[src/rtl/rsa_operand_loader_pkg.sv]
// Shared types and constants for the RSA operand loader.
// Defines the default operand width, the loader state enum and the bytes-per-word helper.
package rsa_pkg;

    localparam int unsigned WORD_SIZE = 32;

    typedef enum logic [2:0] {
        RX_TEXT,
        RX_KEY,
        RX_MOD,
        CHECK,
        LOAD,
        RUN
    } state_e;

    function automatic int unsigned bytes_per_word(input int unsigned word_size);
        return word_size / 8;
    endfunction

endpackage

[src/rtl/rsa_operand_loader_byte_word_shifter.sv]
// One operand word register that shifts a byte in at the LSB end.
// Clear is synchronous and takes priority over enable.
module byte_word_shifter #(
    parameter int unsigned WordSize = rsa_pkg::WORD_SIZE
) (
    input  logic                clk,
    input  logic                clear,
    input  logic                enable,
    input  logic [7:0]          byte_in,
    output logic [WordSize-1:0] word
);

    logic [WordSize-1:0] word_q;
    logic [WordSize-1:0] word_d;

    always_comb begin
        word_d = word_q;
        if (clear) begin
            word_d = '0;
        end else if (enable) begin
            word_d = {word_q[WordSize-9:0], byte_in};
        end
    end

    always_ff @(posedge clk) begin
        word_q <= word_d;
    end

    assign word = word_q;

endmodule

[src/rtl/rsa_operand_loader.sv]
// Byte-serial frame loader (text, key, mod) in front of the RSA exponentiation datapath.
// Define RSA_MOD_CHECK_EN to reject frames whose modulus is even or below 3.
module rsa_operand_loader
    import rsa_pkg::*;
#(
    parameter int unsigned WordSize   = rsa_pkg::WORD_SIZE,
    parameter int unsigned LoadCycles = 2
) (
    input  logic                clk,
    input  logic                reset,
    input  logic [7:0]          rx_data,
    input  logic                rx_valid,
    output logic                rx_ready,
    output logic [WordSize-1:0] input_text,
    output logic [WordSize-1:0] key,
    output logic [WordSize-1:0] mod,
    output logic                load,
    output logic                running,
    input  logic                over,
    output logic                busy,
    output logic                frame_err
);

    localparam int unsigned BPW = bytes_per_word(WordSize);
    localparam int unsigned CW  = (BPW > 1) ? $clog2(BPW) : 1;
    localparam int unsigned LW  = (LoadCycles > 1) ? $clog2(LoadCycles) : 1;
    localparam logic [CW-1:0] LAST_BYTE = CW'(BPW - 1);
    localparam logic [LW-1:0] LAST_LOAD = LW'(LoadCycles - 1);

    state_e        state_q, state_d;
    logic [CW-1:0] byte_cnt_q, byte_cnt_d;
    logic [LW-1:0] load_cnt_q, load_cnt_d;
    logic          run_first_q, run_first_d;
    logic          rx_ready_q, rx_ready_d;
    logic          load_q, load_d;
    logic          running_q, running_d;
    logic          busy_q, busy_d;
    logic          frame_err_q, frame_err_d;

    logic accept;
    logic word_done;
    logic mod_ok;
    logic shift_text, shift_key, shift_mod;

    assign accept     = rx_valid && rx_ready_q;
    assign word_done  = accept && (byte_cnt_q == LAST_BYTE);
    assign shift_text = accept && (state_q == RX_TEXT);
    assign shift_key  = accept && (state_q == RX_KEY);
    assign shift_mod  = accept && (state_q == RX_MOD);

`ifdef RSA_MOD_CHECK_EN
    assign mod_ok = mod[0] && (mod > WordSize'(2));
`else
    assign mod_ok = 1'b1;
`endif

    // Outputs are derived from the next state so they are registered yet line up with the state.
    always_comb begin
        state_d     = state_q;
        byte_cnt_d  = byte_cnt_q;
        load_cnt_d  = load_cnt_q;
        run_first_d = 1'b0;
        frame_err_d = 1'b0;

        if (accept) begin
            byte_cnt_d = word_done ? '0 : byte_cnt_q + 1'b1;
        end

        case (state_q)
            RX_TEXT: if (word_done) state_d = RX_KEY;
            RX_KEY:  if (word_done) state_d = RX_MOD;
            RX_MOD:  if (word_done) state_d = CHECK;
            CHECK: begin
                if (mod_ok) begin
                    state_d    = LOAD;
                    load_cnt_d = '0;
                end else begin
                    state_d     = RX_TEXT;
                    frame_err_d = 1'b1;
                end
            end
            LOAD: begin
                if (load_cnt_q == LAST_LOAD) begin
                    state_d     = RUN;
                    run_first_d = 1'b1;
                end else begin
                    load_cnt_d = load_cnt_q + 1'b1;
                end
            end
            // A stale over from the previous operation may still be high on the first RUN cycle.
            RUN:     if (over && !run_first_q) state_d = RX_TEXT;
            default: state_d = RX_TEXT;
        endcase

        rx_ready_d = (state_d == RX_TEXT) || (state_d == RX_KEY) || (state_d == RX_MOD);
        load_d     = (state_d == LOAD);
        running_d  = (state_d == RUN);
        busy_d     = (state_d == CHECK) || (state_d == LOAD) || (state_d == RUN);
    end

    always_ff @(posedge clk) begin
        if (reset) begin
            state_q     <= RX_TEXT;
            byte_cnt_q  <= '0;
            load_cnt_q  <= '0;
            run_first_q <= 1'b0;
            rx_ready_q  <= 1'b1;
            load_q      <= 1'b0;
            running_q   <= 1'b0;
            busy_q      <= 1'b0;
            frame_err_q <= 1'b0;
        end else begin
            state_q     <= state_d;
            byte_cnt_q  <= byte_cnt_d;
            load_cnt_q  <= load_cnt_d;
            run_first_q <= run_first_d;
            rx_ready_q  <= rx_ready_d;
            load_q      <= load_d;
            running_q   <= running_d;
            busy_q      <= busy_d;
            frame_err_q <= frame_err_d;
        end
    end

    byte_word_shifter #(.WordSize(WordSize)) u_text (
        .clk     (clk),
        .clear   (reset),
        .enable  (shift_text),
        .byte_in (rx_data),
        .word    (input_text)
    );

    byte_word_shifter #(.WordSize(WordSize)) u_key (
        .clk     (clk),
        .clear   (reset),
        .enable  (shift_key),
        .byte_in (rx_data),
        .word    (key)
    );

    byte_word_shifter #(.WordSize(WordSize)) u_mod (
        .clk     (clk),
        .clear   (reset),
        .enable  (shift_mod),
        .byte_in (rx_data),
        .word    (mod)
    );

    assign rx_ready  = rx_ready_q;
    assign load      = load_q;
    assign running   = running_q;
    assign busy      = busy_q;
    assign frame_err = frame_err_q;

endmodule

[config.mk]
export PLATFORM = sky130hd
export DESIGN_NAME = rsa_operand_loader
export DESIGN_NICKNAME = d
export VERILOG_FILES = /design/src/rtl/rsa_operand_loader_pkg.sv /design/src/rtl/rsa_operand_loader_byte_word_shifter.sv /design/src/rtl/rsa_operand_loader.sv
export SDC_FILE = /design/constraint.sdc
export NUM_CORES = 1
export LEC_CHECK = 0
export CORE_MARGIN = 3
export CORE_UTILIZATION = 46
export DETAILED_ROUTE_END_ITERATION = 8
export PLACE_DENSITY = 0.84
export SLEW_MARGIN = 20
export SYNTH_ARGS = -nofsm -noshare
export SYNTH_HDL_FRONTEND = slang
export SYNTH_SLANG_ARGS = --single-unit
[constraint.sdc]
create_clock -name clk -period 2.2 [get_ports clk]
set_input_delay 0.55 -clock clk [delete_from_list [all_inputs] [get_ports clk]]
set_output_delay 0.55 -clock clk [all_outputs]
set_load 0.01 [all_outputs]
* After elaboration in Yosys (flattened, before gate mapping)
Index checks and enable logic that the tools add are counted.
** Operators by class
- Reduce and logical (&&, ||, !) cells :: 15
- Eq/ne operators :: 11
- Mux-type cells :: 10
- $add $sub $neg :: 2
- Bitwise logic cells :: 1
** Operator list (count)
- one-hot mux 3 bit (6 select lines) :: 1
- 2-to-1 mux 3 bit :: 5
- equality test 3 x 2 -> 1 bit, second input constant :: 4
- equality test 3 bit, second input constant :: 4
- equality test 3 x 1 -> 1 bit, second input constant :: 2
- logical AND 1 bit :: 6
- zero test 3 bit :: 2
- logical OR 1 bit :: 4
- adder 2 x 1 -> 2 bit, second input constant :: 1
- equality test 2 bit, second input constant :: 1
- 2-to-1 mux 1 bit :: 2
- 2-to-1 mux 2 bit :: 1
- one-hot mux 1 bit (2 select lines) :: 1
- nonzero test 2 bit :: 1
- OR reduction 2 bit :: 1
- adder 1 bit, second input constant :: 1
- zero test 1 bit :: 1
- inverter 1 bit :: 1
** Word-level totals
- Logic and storage cells :: 50
- Flip-flop bits (word level) :: 107
- Input bits :: 12

* Longest topological paths before layout
Gate-level depths: netlist of run 1.
- Depth after elaboration :: 7
- Mapped depth :: 6

* Hierarchy
A second synthesis of run 1 with hierarchy kept.
** Unflattened totals
- Cell total of the unflattened synthesis :: 363
- Area total of the unflattened synthesis :: 3971.3 µm²
** By module, submodules not included
- byte_word_shifter :: sequential area each 640.6 µm², area each 1163.6 µm², instances 3, cells each 103
- rsa_operand_loader :: sequential area each 220.2 µm², area each 480.5 µm², instances 1, cells each 54

* Worst setup path after synthesis of run 1
Ideal clock, no wire load.
- Path kind :: input port to flip-flop
- From :: in rx_valid
- To :: reg u_key.word_q[17] (netlist: u_key.word[17])
- Data arrival time :: 1.497 ns
- Slack :: 0.571 ns
- Library setup time :: 0.132 ns
- Stages :: 6
- Data required time :: 2.068 ns
- Path buffers :: 2
- Cells stage by stage :: nand2_2 or4b_1 buf_2 buf_6 nand2_1 a21oi_1
** On the way
- Word-level cells in the longest chain between the ends :: 2
** RTL lines
- start: declaration :: RTL line rsa_operand_loader.sv:12 : input logic rx_valid,
- logical AND 1 bit :: RTL line rsa_operand_loader.sv:45 : assign accept = rx_valid && rx_ready_q;
- logical AND 1 bit :: RTL line rsa_operand_loader.sv:48 : assign shift_key = accept && (state_q == RX_KEY);
- end signal: assignment :: RTL line rsa_operand_loader_byte_word_shifter.sv:26 : word_q <= word_d;
- end: declaration :: RTL line rsa_operand_loader_byte_word_shifter.sv:13 : logic [WordSize-1:0] word_q;
No other way between the ends.
A chain may end at the register's enable or synchronous reset.

* Worst setup path in the final report of run 1
- From :: reg rx_ready_q (netlist: rx_ready)
- To :: out rx_ready
** RTL lines
- start: declaration :: RTL line rsa_operand_loader.sv:34 : logic rx_ready_q, rx_ready_d;
- start signal: assignment :: RTL line rsa_operand_loader.sv:117 : rx_ready_q <= rx_ready_d;
- end: declaration :: RTL line rsa_operand_loader.sv:13 : output logic rx_ready,
No word-level cell between the ends.

==> key figures, run 1 <==
Status
  • Run status: finished clean

Clock network
  • CTS-repair resized insts: 0
  • Clk_lat worst skew: 0.36 ns
  • Clock-pin slew on the worst setup and hold paths: 0.09 ns
  • CTS root buf: clkbuf_8
  • TritonCTS Buffers: 9
  • # hold bufs at CTS: 0
  • CTS sink count: 107
  • CTS tree: built
  • Postcts setup bufs: 0
  • Clk buf depth: 2
  • H-tree levels: 3

Finish
  • Core Util, Final: 66.5%
  • Final nets: 580
  • N_diodes: 0
  • Commonest non-fill, non-tap cell in the layout: nand2_1
  • Area grow syn2layout: 37.6%
  • Layout cell share with drive strength beyond 1: 5.42%
  • Most frequent cells in the layout: nand2_1, clkdlybuf4s50_1, dfxtp_1

Synthesis
  • Register area share after synthesis: 56.5%
  • Synth Area in Compound Gates: 13.9%
  • Syn Inst Count: 470
  • Register bit total from synthesis: 107
  • Yosys top cell by area: dfxtp_1
  • Simple logic cell fraction of the synthesized area: 23.9%
  • Post-synth cell types: 29
  • XOR/XNOR share of the synthesized area: 0%
  • Total number of yosys warnings: 0
  • Largest cells by area after synthesis: dfxtp_1, nand2_1, a21oi_1
  • Post-Syn Nets: 483
  • Largest family of logic cells by synthesized area: simple AND/OR/NAND/NOR gates
  • Top-area cell type share of the netlist area: 56.5%
  • Ys flop type: dfxtp_1
  • Adder-cell share of the synthesized area: 0.330%
  • EDFF count, synth: 0
  • Synthesized area per cell: 8.07 um^2
  • Post-synth ARST share: 0%
  • Mux cell area share after synthesis: 0.528%
  • Synthesized area: 3790 um^2

Timing
  • Post-route minimum period: 1.92 ns
  • Final TNS setup: 0 ns
  • Max Fclk: 520 MHz
  • Hold WS: 0.457 ns
  • Slew headroom: 63.1%
  • Slew Viols, Final: 0
  • RSZ-0062 raised after global routing: no
  • Worst Tran Pin Value: 0.552 ns
  • Clock Skew: 0.00774 ns
  • Final setup viols: 0
  • Endpoints failing hold: 0
  • Tcrit/Tclk final: 87.5%

Global routing
  • Vias in the first global route: 3166
  • All-layer global routing usage: 19.7%
  • First-pass GRT wire length: 15300 um
  • Grt ovf: 0
  • Largest net degree at the start of global routing: 57
  • Initial antenna violation count: 0

Setup path
  • Crit path cell chain: clkdlybuf4s50_1
  • CP Max Fanout: 6
  • CP Buf/Inv Count: 1
  • Slowest CP cell: clkdlybuf4s50_1
  • Critical Path AT: 1.37 ns
  • Setup CP Type: register to output pin
  • Crit. End Element: output pin
  • Startpoint types: register
  • Worst Path Required: 1.65 ns
  • Max incr delay on CP: 0.58 ns
  • Cell family with most CP delay: buffers and inverters

Placement
  • Port Buffer Count: 111
  • Dpl hpwl: 6470 um
  • RePlAce Congestion: 0.804

Pwr
  • LEAKAGE: 1.72 nW
  • P per Cell Area: 641 nW/um^2
  • Total power: 3.34 mW
  • Peak supply drop: 0.333 mV

Drt
  • Initial DRT Pass Iterations: 4
  • Vias per cell: 5.03
  • Via count: 3391
  • Number of remaining DRC errors: 0
  • Detail Route Antenna Nets: 0
  • Iter 0 DRT Violations: 130
  • Routed WL per cell: 13.6 um
  • Final WL: 9160 um

Die
  • Core Region: 7850 um^2
  • Std-Cell Rows: 32
  • Die ar.: 9370 um^2
  • Initial Util: 48.3%
  • I/O pin count: 113
  • Die X: 96.8 um
  • Chip Height: 96.8 um

Hold path
  • Worst min path class: register to register

Run
  • Max_cap viols: 0
[stage by stage]
stage	cell area [um^2]	std cells	setup slack (ns)
final	5220	674	0.275
after global routing	5220	674	0.226
after CTS	5220	674	0.268
after detailed placement	5010	658	0.0398
after global placement	5010	658	0.101
after floorplan	3790	470	0.571
[worst paths after layout]
check | slack, ns | from | endpoint | cells after the start
worst max-delay path | 0.28 | rx_ready$_SDFF_PP1_ | rx_ready | 1
worst min-delay path | 0.46 | u_text.word[31]$_SDFFE_PP0P_ | u_text.word[31]$_SDFFE_PP0P_ | 2
worst max register to register | 0.51 | state_q[0]$_SDFF_PP0_ | u_key.word[27]$_SDFFE_PP0P_ | 4
worst min register to register | 0.46 | u_text.word[31]$_SDFFE_PP0P_ | u_text.word[31]$_SDFFE_PP0P_ | 2
[layer usage]
metal	routed length (um)	vias to the layer above	GRT usage (%)
met5	0	-	0
met2	4680	94	33.9
met4	184	0	7.67
met1	3850	1570	24.2
met3	448	18	3.89
li1	-	1709	-
[sequential cells by signal, indices dropped and copies added, names as in the netlist]
name	flops
run_first_q	1
rx_ready	1
byte_cnt_q	2
state_q	3
running	1
u_key.word	32
u_mod.word	32
load_cnt_q	1
u_text.word	32
load	1
busy	1
[cell usage after synthesis (2+ instances only)]
master and n:
dfxtp_1 107, nand3_1 2, mux2i_1 2, nand2b_1 2
o21ai_0 3, clkbuf_1 15, nand2_1 195, nor3_1 2
a21oi_1 101, nor2b_1 2, nor4b_2 2, buf_2 16
nor2_1 3, buf_6 3
[power by group]
group | total (mW) | internal, mW | switching [mW]
clock | 1.20 | 0.587 | 0.612
combinational | 0.174 | 0.0766 | 0.0975
sequential | 1.97 | 1.96 | 0.0162
[kinds of logic after synthesis]
logic type	count (synthesis)
flip-flops	107
other	1
AND/OR/NAND/NOR	219
adder cells (fa/ha/maj)	1
AO/OA/AOI/OAI	105
multiplexers	2
buffers and inverters	35
[area by class of cell]
cell class	instances	area, um^2
clock buffers	12	155
clock inverters	4	48.8
fillers	658	2630
multi-input cells	328	1500
flip-flops and latches	107	2140
well taps	102	128
repair buffers	121	1250
(Power assumes the default switching activity.)
==> run 2: changes to the inputs <==
--- a/config.mk
+++ b/config.mk
@@ -5,6 +5,7 @@
 export SDC_FILE = /design/constraint.sdc
 export NUM_CORES = 1
 export LEC_CHECK = 0
+export ABC_AREA = 0
 export CORE_MARGIN = 3
 export CORE_UTILIZATION = 46
 export DETAILED_ROUTE_END_ITERATION = 8
==> results of run 2 <==
Same layout as run 1: the final DEF is identical, and so are final timing and power.
